[src/rtl/alu_result_stage.sv]
// Two-entry in-order result buffer between the logic unit and writeback, with
// precomputed zero/negative flags and a saturating delivered-result counter.
// Optional per-entry parity (out_parity) is enabled by defining RESULT_PARITY_EN.
module alu_result_stage #(
    parameter int unsigned CNT_W = 16
) (
    input  logic             clk,
    input  logic             rst,
    input  logic             in_valid,
    output logic             in_ready,
    input  logic [31:0]      in_res,
    input  logic [2:0]       in_funct,
    output logic             out_valid,
    input  logic             out_ready,
    output logic [31:0]      out_res,
    output logic [2:0]       out_funct,
    output logic             out_zero,
    output logic             out_neg,
`ifdef RESULT_PARITY_EN
    output logic             out_parity,
`endif
    output logic [CNT_W-1:0] res_count
);

    typedef enum logic [1:0] {
        OCC_EMPTY = 2'd0,
        OCC_ONE   = 2'd1,
        OCC_FULL  = 2'd2
    } occ_e;

    typedef struct packed {
        logic [31:0] res;
        logic [2:0]  funct;
        logic        zero;
        logic        neg;
`ifdef RESULT_PARITY_EN
        logic        parity;
`endif
    } entry_t;

    occ_e             occ_q, occ_d;
    logic             wr_ptr_q, wr_ptr_d;
    logic             rd_ptr_q, rd_ptr_d;
    entry_t           entry_q [2];
    entry_t           entry_d [2];
    logic [CNT_W-1:0] res_count_q, res_count_d;

    logic             push;
    logic             pop;
    entry_t           new_entry;
    entry_t           head;

    always_ff @(posedge clk or posedge rst) begin
        if (rst) begin
            occ_q       <= OCC_EMPTY;
            wr_ptr_q    <= 1'b0;
            rd_ptr_q    <= 1'b0;
            entry_q[0]  <= '0;
            entry_q[1]  <= '0;
            res_count_q <= '0;
        end else begin
            occ_q       <= occ_d;
            wr_ptr_q    <= wr_ptr_d;
            rd_ptr_q    <= rd_ptr_d;
            entry_q[0]  <= entry_d[0];
            entry_q[1]  <= entry_d[1];
            res_count_q <= res_count_d;
        end
    end

    always_comb begin
        in_ready  = (occ_q != OCC_FULL);
        out_valid = (occ_q != OCC_EMPTY);
        push      = in_valid & in_ready;
        pop       = out_valid & out_ready;

        // Flags are captured with the entry so the head never needs a wide compare.
        new_entry        = '0;
        new_entry.res    = in_res;
        new_entry.funct  = in_funct;
        new_entry.zero   = (in_res == 32'd0);
        new_entry.neg    = in_res[31];
`ifdef RESULT_PARITY_EN
        new_entry.parity = ^in_res;
`endif

        occ_d = occ_q;
        unique case (occ_q)
            OCC_EMPTY: if (push) occ_d = OCC_ONE;
            OCC_ONE: begin
                if (push && !pop)      occ_d = OCC_FULL;
                else if (pop && !push) occ_d = OCC_EMPTY;
            end
            OCC_FULL:  if (pop) occ_d = OCC_ONE;
            default:   occ_d = OCC_EMPTY;
        endcase

        wr_ptr_d = wr_ptr_q ^ push;
        rd_ptr_d = rd_ptr_q ^ pop;

        entry_d[0] = entry_q[0];
        entry_d[1] = entry_q[1];
        if (push) entry_d[wr_ptr_q] = new_entry;

        res_count_d = res_count_q;
        if (pop && (res_count_q != '1)) res_count_d = res_count_q + CNT_W'(1);

        head = '0;
        if (out_valid) head = entry_q[rd_ptr_q];
    end

    assign out_res    = head.res;
    assign out_funct  = head.funct;
    assign out_zero   = head.zero;
    assign out_neg    = head.neg;
`ifdef RESULT_PARITY_EN
    assign out_parity = head.parity;
`endif
    assign res_count  = res_count_q;

endmodule

[config.mk]
export PLATFORM = sky130hd
export DESIGN_NAME = alu_result_stage
export DESIGN_NICKNAME = d
export VERILOG_FILES = /design/src/rtl/alu_result_stage.sv
export SDC_FILE = /design/constraint.sdc
export NUM_CORES = 1
export LEC_CHECK = 0
export ABC_AREA = 1
export BUFFER_PORTS_ARGS = -buffer_cell sky130_fd_sc_hd__buf_2
export CAP_MARGIN = 25
export CORE_ASPECT_RATIO = 1.1
export CORE_MARGIN = 1.5
export CORE_UTILIZATION = 55
export DETAILED_ROUTE_END_ITERATION = 8
export GPL_TIMING_DRIVEN = 0
export HOLD_SLACK_MARGIN = 0.08
export MAX_ROUTING_LAYER = met4
export PLACE_DENSITY = 0.81
export SLEW_MARGIN = 20
export SYNTH_ARGS = -nofsm -noshare
export SYNTH_HDL_FRONTEND = slang
export SYNTH_SLANG_ARGS = --single-unit
[constraint.sdc]
create_clock -name clk -period 3.69 [get_ports clk]
set_input_delay 0.738 -clock clk [delete_from_list [all_inputs] [get_ports clk]]
set_output_delay 0.738 -clock clk [all_outputs]
set_load 0.01 [all_outputs]
==> qor.yml, run 1 <==
status: "finished clean"
stdcell_area_mm2: 0.005300
async_flop_share_pct: 100.0
io_pins: 94
cts_setup_buffers: 0
worst_clock_skew_ns: 0.01686
switchingPower_mw: 1.709
layout_min_cycle_time_ns: 2.804
synth.distinct_cells: 24
start_util_pct: 56.47
wl_per_cell_um: 13.52
cts.sinks: 92
synth.most_common_cell: "nand2_1"
ctsResizeCount: 0
worstSkewPairLatency_ns: 0.37
worstRegToRegCells: 6
r2r_slack_ns: 1.41
nets: 723
synthFlopType: "dfrtp_1"
max_freq_ghz: 0.3566
postRouteWirelength_um: 10750
vdd_ir_drop_max_v: 0.0003766
cts_buffers: 9
worst_pin_slew_ns: 0.5272
grt_overflow: 0
vias: 4074
worst_setup_path_end_kind: "output port"
synth_warnings: 0
die_h_um: 97.28
synth_area_leaders: "dfrtp_1 (52%), nand2_1 (15%), o21ai_0 (10%)"
startpoint_type: "flop"
rsz0062_at_grt: "no"
p_leak_nw: 2.763
postPlaceCellArea_mm2: 0.005077
seq_area_frac_synth_pct: 51.80
path_class: "flop to output port"
cts_tree: "yes"
htree_levels: 3
hold_path.class: "primary input to async pin"
grt.total_usage_pct: 27.31
rows: 34
timing.rr.start: "occ_q[1]$_DFFE_PP0P_"
area_delta_synth_final_pct: 19.26
ys_top_cells_by_count: "nand2_1 (183), o21ai_0 (93), dfrtp_1 (92), inv_1 (73), a21oi_1 (37)"
yosysTopAreaCellShare_pct: 51.80
finalSetupTns_ns: 0
cts_buffer_depth: 2
grt_pass1_vias: 3987
via_per_inst: 5.125
ant_nets: 0
pwr-share-clk_pct: 18.4
clock-root-buffer: "clkbuf_8"
hold_violations: 0
ys_ff_latch: 92
core_area_mm2: 0.007870
antenna_found_initial: 1
place_inst: 778
cts_hold_buf: 0
hpwl_um: 7606
port_buffers: 93
p_int_mw: 2.427
grt_pass1_wl_um: 17950
relSlewSlack_pct: 64.85
setup_viol: 0
drive_above_1_share_pct: 18.08
maxCapViolCount: 0
yosysTopAreaCell: "dfrtp_1"
fin_crit_sh_pct: 75.99
clk_pin_slew_ns: 0.10
regArea_mm2: 0.002302
gp_congestion: 0.8691
r2r-end: "entry_q[38]$_DFFE_PP0P_"
critPathMaxFanout: 10
grt_max_degree: 73
initialDrtViolationCount: 287
swShare_pct: 41.32
pwr-share-seq_pct: 38.4
pre_cts_slack_ns: 1.085
required_ns: 2.95
fill_cells: 694
syn_area_mm2: 0.004444
die-width_um: 88.71
finalNonFillerCells: 795
synthCells: 576
slew_viol_final: 0
drt_pass1_iterations: 4
share_comb_of_total_power_pct: 43.2
drcViolationCount: 0
setup_ws_ns: 0.8861
syn_nets: 618
cp.arrival_ns: 2.07
pwr_density_cell_mw_per_mm2: 780.3
synth.avg_cell_area_um2: 7.716
synth-edff-count: 0
die_area_mm2: 0.008630
multiInputGateArea_mm2: 0.001735
how the worst max path moves through the flow:
stage	from	end	slack, ns	cells past startpoint
detailed placement	in_valid	entry_q[38]$_DFFE_PP0P_	1.08	7
finish	occ_q[1]$_DFFE_PP0P_	out_res[31]	0.89	7
floorplan	rst	entry_q[10]$_DFFE_PP0P_	0.56	1
global route	occ_q[1]$_DFFE_PP0P_	out_res[31]	0.71	7
global placement	rst	entry_q[35]$_DFFE_PP0P_	-0.53	2
CTS	occ_q[1]$_DFFE_PP0P_	out_res[31]	0.86	7
final cells by class:
cell class                 count  area share, %
sequential                    92          43.44
multi-input combinational    381          32.74
timing repair buffer          94          9.301
inverter                      76          5.477
tap                          108          2.550
clock buffer                   9          2.337
buffer                        27          2.290
clock inverter                 7          1.818
antenna                        1        0.04721
kinds of logic (layout without fill, tap and decap cells):
logic type | Yosys count | after routing | synth area share [%]
and+or+nand+nor | 237 | 237 | 21.26
buffers and inverters | 103 | 213 | 9.150
AOI/OAI and AO/OA | 132 | 132 | 15.17
other | 0 | 1 | 0
DFF | 92 | 92 | 51.80
xor gates and xnor gates | 9 | 9 | 1.774
adders and majority gates | 3 | 3 | 0.8447
routing by layer:
layer / vias to the layer above / routed length [um] / track usage [%]
met2: 133 / 5074 / 43.24
met1: 1900 / 4751 / 35.37
met5: - / 0 / -
met3: 27 / 675 / 3.568
li1: 2014 / - / -
met4: 0 / 250 / 11.06
through the flow:
| stage | total power, mW | utilization, % | hold WS, ns |
|---|---|---|---|
| 3_3_place_gp | 3.319 | 64.10 | 0.4487 |
| 6_report | 4.136 | 67.35 | 0.2940 |
| 3_5_place_dp | 3.388 | 64.52 | 0.4544 |
| 2_1_floorplan | 2.718 | - | 0.4366 |
| 5_1_grt | 4.475 | 67.35 | 0.3031 |
| 4_1_cts | 4.145 | 67.31 | 0.3010 |
power by group through the flow:
stage                     clock network (mW)  logic (mW)  registers, mW
after global routing                   0.798        2.04           1.63
after detailed placement                   0        1.78           1.61
after floorplan                            0        1.14           1.57
after CTS                              0.764        1.79           1.59
after global placement                     0        1.73           1.59
final                                  0.761        1.79           1.59
sequential cells by signal, summed over array words and instances (netlist names):
register and cells:
wr_ptr_q 1, entry_q 72, res_count 16, occ_q 2
rd_ptr_q 1
cell usage in the layout (no fill, tap or decap), drive strengths merged:
master | synthesis | layout
nand3 | 12 | 12
clkbuf | 23 | 32
xor2 | 2 | 2
bufinv | 0 | 2
nor2 | 32 | 32
nand3b | 2 | 2
diode | 0 | 1
ha | 3 | 3
xnor2 | 7 | 7
buf | 4 | 98
dfrtp | 92 | 92
nand4 | 4 | 4
o21ai | 94 | 94
a21boi | 1 | 1
nand2 | 186 | 186
inv | 74 | 76
clkinv | 2 | 5
nor4 | 1 | 1
a21oi | 37 | 37
worst max-delay path: stages (launching register included):
cell and delay, ns:
dfrtp_1 0.42, nor2_1 0.36, inv_1 0.25, buf_2 0.24, o21ai_0 0.09, a21oi_1 0.07, buf_4 0.16, buf_2 0.13
Power figures use the tool's default switching activity.
==> run 2, diff against run 1 <==
==> constraint.sdc (replaced) <==
create_clock -name clk -period 2.6 [get_ports clk]
set_input_delay 0.52 -clock clk [delete_from_list [all_inputs] [get_ports clk]]
set_output_delay 0.52 -clock clk [all_outputs]
set_load 0.01 [all_outputs]
==> run 2 against run 1 <==
Against the previous run: power up 40%; combinational power up 43%; largest cell class unchanged; core utilization up 0.24 points; critical endpoint unchanged; highest routed layer unchanged; global-route usage up 0.19 points.
==> qor.yml, run 2 (synthesized netlist as in run 1, its figures left out) <==
area_delta_synth_final_pct: 19.68  # was 19.26%
cts_hold_buf: 0  # unchanged
layout_min_cycle_time_ns: 2.460
grt_overflow: 0  # unchanged
core_area_mm2: 0.007870  # unchanged
setup_ws_ns: 0.1405  # was 0.8861 ns
fill_cells: 698  # was 694
postPlaceCellArea_mm2: 0.005116  # was 0.005077 mm^2
p_leak_nw: 2.769  # was 2.763 nW
pre_cts_slack_ns: 0.1226  # was 1.085 ns
startpoint_type: "flop"  # unchanged
finalNonFillerCells: 796  # was 795
drive_above_1_share_pct: 18.75  # was 18.08%
crit_family: "buffers and inverters"  # unchanged
regArea_mm2: 0.002302  # unchanged
cts_buffers: 9  # unchanged
stdcell_area_mm2: 0.005319  # was 0.005300 mm^2
antenna_found_initial: 0  # was 1
cts.sinks: 92  # unchanged
grt_max_degree: 34  # was 73
cts_buffer_depth: 2  # unchanged
place_inst: 780  # was 778
clock-root-buffer: "clkbuf_8"  # unchanged
multiInputGateArea_mm2: 0.001738  # was 0.001735 mm^2
total_power_mw: 5.793  # was 4.136 mW
cpMaxStageDelayCell: "dfrtp_1"  # unchanged
max_stage_delay_ns: 0.44  # was 0.42 ns
n_antenna_cell: 0  # was 1
start_util_pct: 56.47  # unchanged
max_freq_ghz: 0.4066
path_class: "flop to output port"  # unchanged
grt_pass1_wl_um: 18240  # was 17950 um
vdd_ir_drop_max_v: 0.0004630  # was 0.0003766 V
status: "finished clean"  # unchanged
slew_viol_final: 0  # unchanged
regMostFlops: "entry_q"  # unchanged
initialDrtViolationCount: 259  # was 287
worstSkewPairLatency_ns: 0.35  # was 0.37 ns
via_per_inst: 5.177  # was 5.125
worst_clock_skew_ns: 0.01068  # was 0.01686 ns
die-width_um: 88.71  # unchanged
largest_reg_flops: 72  # unchanged
port_buffers: 93  # unchanged
final_common_cell: "nand2_1"  # unchanged
vias: 4121  # was 4074
cp.arrival_ns: 1.94  # was 2.07 ns
pwr_density_cell_mw_per_mm2: 1089  # was 780.3 mW/mm^2
hold_violations: 0  # unchanged
fin_crit_sh_pct: 94.60
maxCapViolCount: 0  # unchanged
crit_path_cell_trace: "nor2_2, inv_1, buf_2, o21ai_0, a21oi_1, buf_4, buf_2"  # was nor2_1, inv_1, buf_2, o21ai_0, a21oi_1, buf_4, buf_2
setup_viol: 0  # unchanged
critPathMaxFanout: 10  # unchanged
final_util_pct: 67.58  # was 67.35%
crit_path_frequent_cell: "buf_2"  # unchanged
drt_pass1_iterations: 4  # unchanged
rsz0062_at_grt: "no"  # unchanged
io_pins: 94  # unchanged
hold_path.class: "primary input to async pin"  # unchanged
grt.total_usage_pct: 27.50  # was 27.31%
postRouteWirelength_um: 10850  # was 10750 um
wl_per_cell_um: 13.63  # was 13.52 um
gp_congestion: 0.9082  # was 0.8691
required_ns: 2.08  # was 2.95 ns
drcViolationCount: 0  # unchanged
finalSetupTns_ns: 0  # unchanged
final_cell_mix: "nand2_1 (183), buf_2 (94), o21ai_0 (93)"  # unchanged
worst_pin_slew_ns: 0.5038  # was 0.5272 ns
rows: 34  # unchanged
relSlewSlack_pct: 66.41  # was 64.85%
fin_hold_ws_ns: 0.1232  # was 0.2940 ns
cts_tree: "yes"  # unchanged
nets: 725  # was 723
worst_setup_path_end_kind: "output port"  # unchanged
die_h_um: 97.28  # unchanged
htree_levels: 3  # unchanged
hpwl_um: 7893  # was 7606 um
grt_pass1_vias: 4093  # was 3987
die_area_mm2: 0.008630  # unchanged
crit_buf_inv: 4  # unchanged
ant_nets: 0  # unchanged
clk_pin_slew_ns: 0.10  # about the same
==> run 2: cell types whose count changed in the layout (fill, tap and decap cells not counted) <==
cell,delta
clkinvlp_4,+2
diode_2,-1
buf_12,+2
nor2_1,-1
inv_6,-1
nor2_2,+1
bufinv_16,-1
clkbuf_1,-2
clkbuf_2,+2
==> run 2: final timing paths <==
path | startpoint | to | slack, ns | cells after the start
worst max-delay path | occ_q[1]$_DFFE_PP0P_ | out_res[31] | 0.14 | 7
worst min-delay path | rst | entry_q[61]$_DFFE_PP0P_ | 0.12 | 2
worst max register to register | occ_q[1]$_DFFE_PP0P_ | entry_q[45]$_DFFE_PP0P_ | 0.29 | 6
worst min register to register | entry_q[26]$_DFFE_PP0P_ | entry_q[26]$_DFFE_PP0P_ | 0.47 | 2
max in group asynchronous | rst | entry_q[38]$_DFFE_PP0P_ | 1.78 | 4
min in group clk | out_ready | occ_q[1]$_DFFE_PP0P_ | 0.35 | 2
==> run 2: metal layers <==
layer  GRT usage (%)  vias up  wire [um]
met5               -        -          0
met4           10.70        0        193
met3           3.993       16        645
met2           43.59      136       5389
met1           35.50     1952       4624
li1                -     2017          -
==> run 2: final cells by class <==
type	count	share of cell area [%]
buffer	27	2.329
clock buffer	9	2.329
clock inverter	7	1.388
inverter	76	5.434
multi-input combinational	381	32.67
sequential	92	43.28
tap	108	2.541
timing repair buffer	96	10.02
==> run 2: what timing repair did <==
item	in CTS	in global routing
buffers inserted	0	0
setup endpoints to repair	0	26
resized for setup	0	5
==> run 2: power breakdown <==
part           internal [mW]  leakage, nW  switching [mW]
combinational          0.907         1.51            1.65
sequential              2.00         1.16           0.252
clock                  0.450        0.100           0.531
==> run 3, diff against run 2 <==
--- a/config.mk
+++ b/config.mk
@@ -10,12 +10,13 @@
 export CAP_MARGIN = 25
 export CORE_ASPECT_RATIO = 1.1
 export CORE_MARGIN = 1.5
-export CORE_UTILIZATION = 55
+export CORE_UTILIZATION = 57
+export CTS_BUF_LIST = sky130_fd_sc_hd__clkbuf_4
 export DETAILED_ROUTE_END_ITERATION = 8
 export GPL_TIMING_DRIVEN = 0
 export HOLD_SLACK_MARGIN = 0.08
 export MAX_ROUTING_LAYER = met4
-export PLACE_DENSITY = 0.81
+export PLACE_DENSITY = 0.84
 export SLEW_MARGIN = 20
 export SYNTH_ARGS = -nofsm -noshare
 export SYNTH_HDL_FRONTEND = slang
==> run 3 against run 2 <==
Against the previous run: non-clock buffer count is the same; clock skew grew 0.0050 ns; critical path depth is the same; via count grew 0.19%; critical endpoint unchanged.
==> qor.yml, run 3 (synthesized netlist as in run 1, its figures left out) <==
hold_violations: 0  # unchanged
fin_hold_ws_ns: 0.1710  # was 0.1232 ns
worst_clock_skew_ns: 0.01571  # was 0.01068 ns
postRouteWirelength_um: 10910  # was 10850 um
gp_congestion: 0.8938  # was 0.9082
required_ns: 2.08  # about the same
timing.rr.start: "occ_q[1]$_DFFE_PP0P_"  # unchanged
die_h_um: 95.61  # was 97.28 um
fill_cells: 645  # was 698
via_per_inst: 5.207  # was 5.177
cts_buffer_depth: 2  # unchanged
r2r-end: "entry_q[43]$_DFFE_PP0P_"  # was entry_q[45]$_DFFE_PP0P_
setup_viol: 0  # unchanged
vias: 4129  # was 4121
r2r_slack_ns: 0.32  # was 0.29 ns
area_delta_synth_final_pct: 18.02  # was 19.68%
stdcell_area_mm2: 0.005245  # was 0.005319 mm^2
layout_min_cycle_time_ns: 2.478  # was 2.460 ns
htree_levels: 3  # unchanged
grt_pass1_wl_um: 17890  # was 18240 um
clk_pin_slew_ns: 0.15  # was 0.10 ns
antenna_found_initial: 0  # unchanged
initialDrtViolationCount: 268  # was 259
max_freq_ghz: 0.4036  # was 0.4066 GHz
core_area_mm2: 0.007515  # was 0.007870 mm^2
worstRegToRegCells: 6  # unchanged
grt_pass1_vias: 3933  # was 4093
io_pins: 94  # unchanged
setup_ws_ns: 0.1224  # was 0.1405 ns
crit_path_frequent_cell: "buf_2"  # unchanged
relSlewSlack_pct: 50.96  # was 66.41%
max_stage_delay_ns: 0.47  # was 0.44 ns
fin_crit_sh_pct: 95.29  # was 94.60%
cts.sinks: 92  # unchanged
cp.arrival_ns: 1.96  # was 1.94 ns
drt_pass1_iterations: 5  # was 4
crit_path_cell_trace: "nor2_4, clkinvlp_4, buf_2, o21ai_0, a21oi_1, buf_4, buf_2"  # was nor2_2, inv_1, buf_2, o21ai_0, a21oi_1, buf_4, buf_2
critPathMaxFanout: 10  # unchanged
die-width_um: 87.19  # was 88.71 um
nets: 725  # unchanged
postPlaceCellArea_mm2: 0.005085  # was 0.005116 mm^2
hpwl_um: 7961  # was 7893 um
cts_hold_buf: 0  # unchanged
startpoint_type: "flop"  # unchanged
worst_pin_slew_ns: 0.7341  # was 0.5038 ns
final_common_cell: "nand2_1"  # unchanged
maxCapViolCount: 0  # unchanged
cp_num_cells: 7  # unchanged
hold_path.class: "primary input to async pin"  # unchanged
pwr_density_cell_mw_per_mm2: 1074  # was 1089 mW/mm^2
die_area_mm2: 0.008336  # was 0.008630 mm^2
regMostFlops: "entry_q"  # unchanged
finalSetupTns_ns: 0  # unchanged
worstSkewPairLatency_ns: 0.44  # was 0.35 ns
grt.total_usage_pct: 28.44  # was 27.50%
vdd_ir_drop_max_v: 0.0004662  # was 0.0004630 V
clock-root-buffer: "clkbuf_4"  # was clkbuf_8
ant_nets: 0  # unchanged
drive_above_1_share_pct: 18.90  # was 18.75%
pre_cts_slack_ns: 0.2229  # was 0.1226 ns
start_util_pct: 59.14  # was 56.47%
final_cell_mix: "nand2_1 (183), buf_2 (94), o21ai_0 (93)"  # unchanged
cpMaxStageDelayCell: "dfrtp_1"  # unchanged
total_power_mw: 5.634  # was 5.793 mW
port_buffers: 93  # unchanged
crit_buf_inv: 4  # unchanged
crit_family: "buffers and inverters"  # unchanged
wl_per_cell_um: 13.76  # was 13.63 um
slew_viol_final: 0  # unchanged
largest_reg_flops: 72  # unchanged
grt_overflow: 0  # unchanged
p_leak_nw: 2.730  # was 2.769 nW
cts_buffers: 9  # unchanged
grt_max_degree: 34  # unchanged
rows: 33  # was 34
cts_tree: "yes"  # unchanged
path_class: "flop to output port"  # unchanged
drcViolationCount: 0  # unchanged
worst_setup_path_end_kind: "output port"  # unchanged
status: "finished clean"  # unchanged
n_antenna_cell: 0  # unchanged
rsz0062_at_grt: "no"  # unchanged
## run 3: cell count changes in the layout (fill, tap and decap cells not counted), sizes merged
| cell | previous run | this run |
|---|---|---|
| clkbuf | 32 | 33 |
| clkinv | 5 | 4 |
| clkinvlp | 2 | 4 |
| inv | 75 | 73 |
## run 3: metrics by stage
step | util [%] | cells
after floorplan | - | 576
after global placement | 67.13 | 774
after detailed placement | 67.67 | 776
after CTS | 69.55 | 792
after global routing | 69.80 | 793
final | 69.80 | 793
## run 3: power breakdown
group	total, mW	switching (mW)	internal [mW]
Sequential	2.26	0.261	2.00
Combinational	2.58	1.66	0.921
Clock	0.797	0.492	0.304
Total	5.63	2.41	3.22
## run 3: cell type report
class                   instances  area [um^2]  area share [%]
repair buffers                 96        513.0           9.781
clock buffers                  10        75.07           1.431
plain buffers                  27        123.9           2.362
clock inverters                 6        63.81           1.217
well taps                     105        131.4           2.505
flip-flops and latches         92         2302           43.89
inverters                      76        292.8           5.582
multi-input cells             381         1743           33.23
## run 3: worst max path at each step
stage,from,end,slack [ns]
floorplan,occ_q[1]$_DFFE_PP0P_,out_res[31],0.75
global placement,in_valid,entry_q[44]$_DFFE_PP0P_,0.28
detailed placement,in_valid,entry_q[43]$_DFFE_PP0P_,0.22
CTS,occ_q[1]$_DFFE_PP0P_,out_res[31],0.03
global route,occ_q[1]$_DFFE_PP0P_,out_res[31],0.005
finish,occ_q[1]$_DFFE_PP0P_,out_res[31],0.12
## run 3: layer usage
metal | up-vias | share of wire, % | routed length (um) | track usage, %
met5 | - | 0 | 0 | -
met4 | 0 | 2.3 | 248 | 12.17
met3 | 22 | 6.2 | 682 | 3.983
met2 | 147 | 49 | 5339 | 46.32
met1 | 1937 | 43 | 4643 | 35.73
li1 | 2023 | - | - | -
## run 3: what timing repair did
item	4_1_cts	5_1_grt
gates cloned	0	0
endpoints found under the setup margin	22	23
gates resized for setup	1	6
pin swaps	0	1
buffers inserted	0	1
## run 3: worst reg2reg max path, cell delays in order, from the launching register on
cell      delay (ns)
dfrtp_1         0.47
a21boi_0        0.31
ha_1            0.35
clkbuf_1        0.42
clkbuf_1        0.45
nand2_1         0.11
o21ai_0         0.10
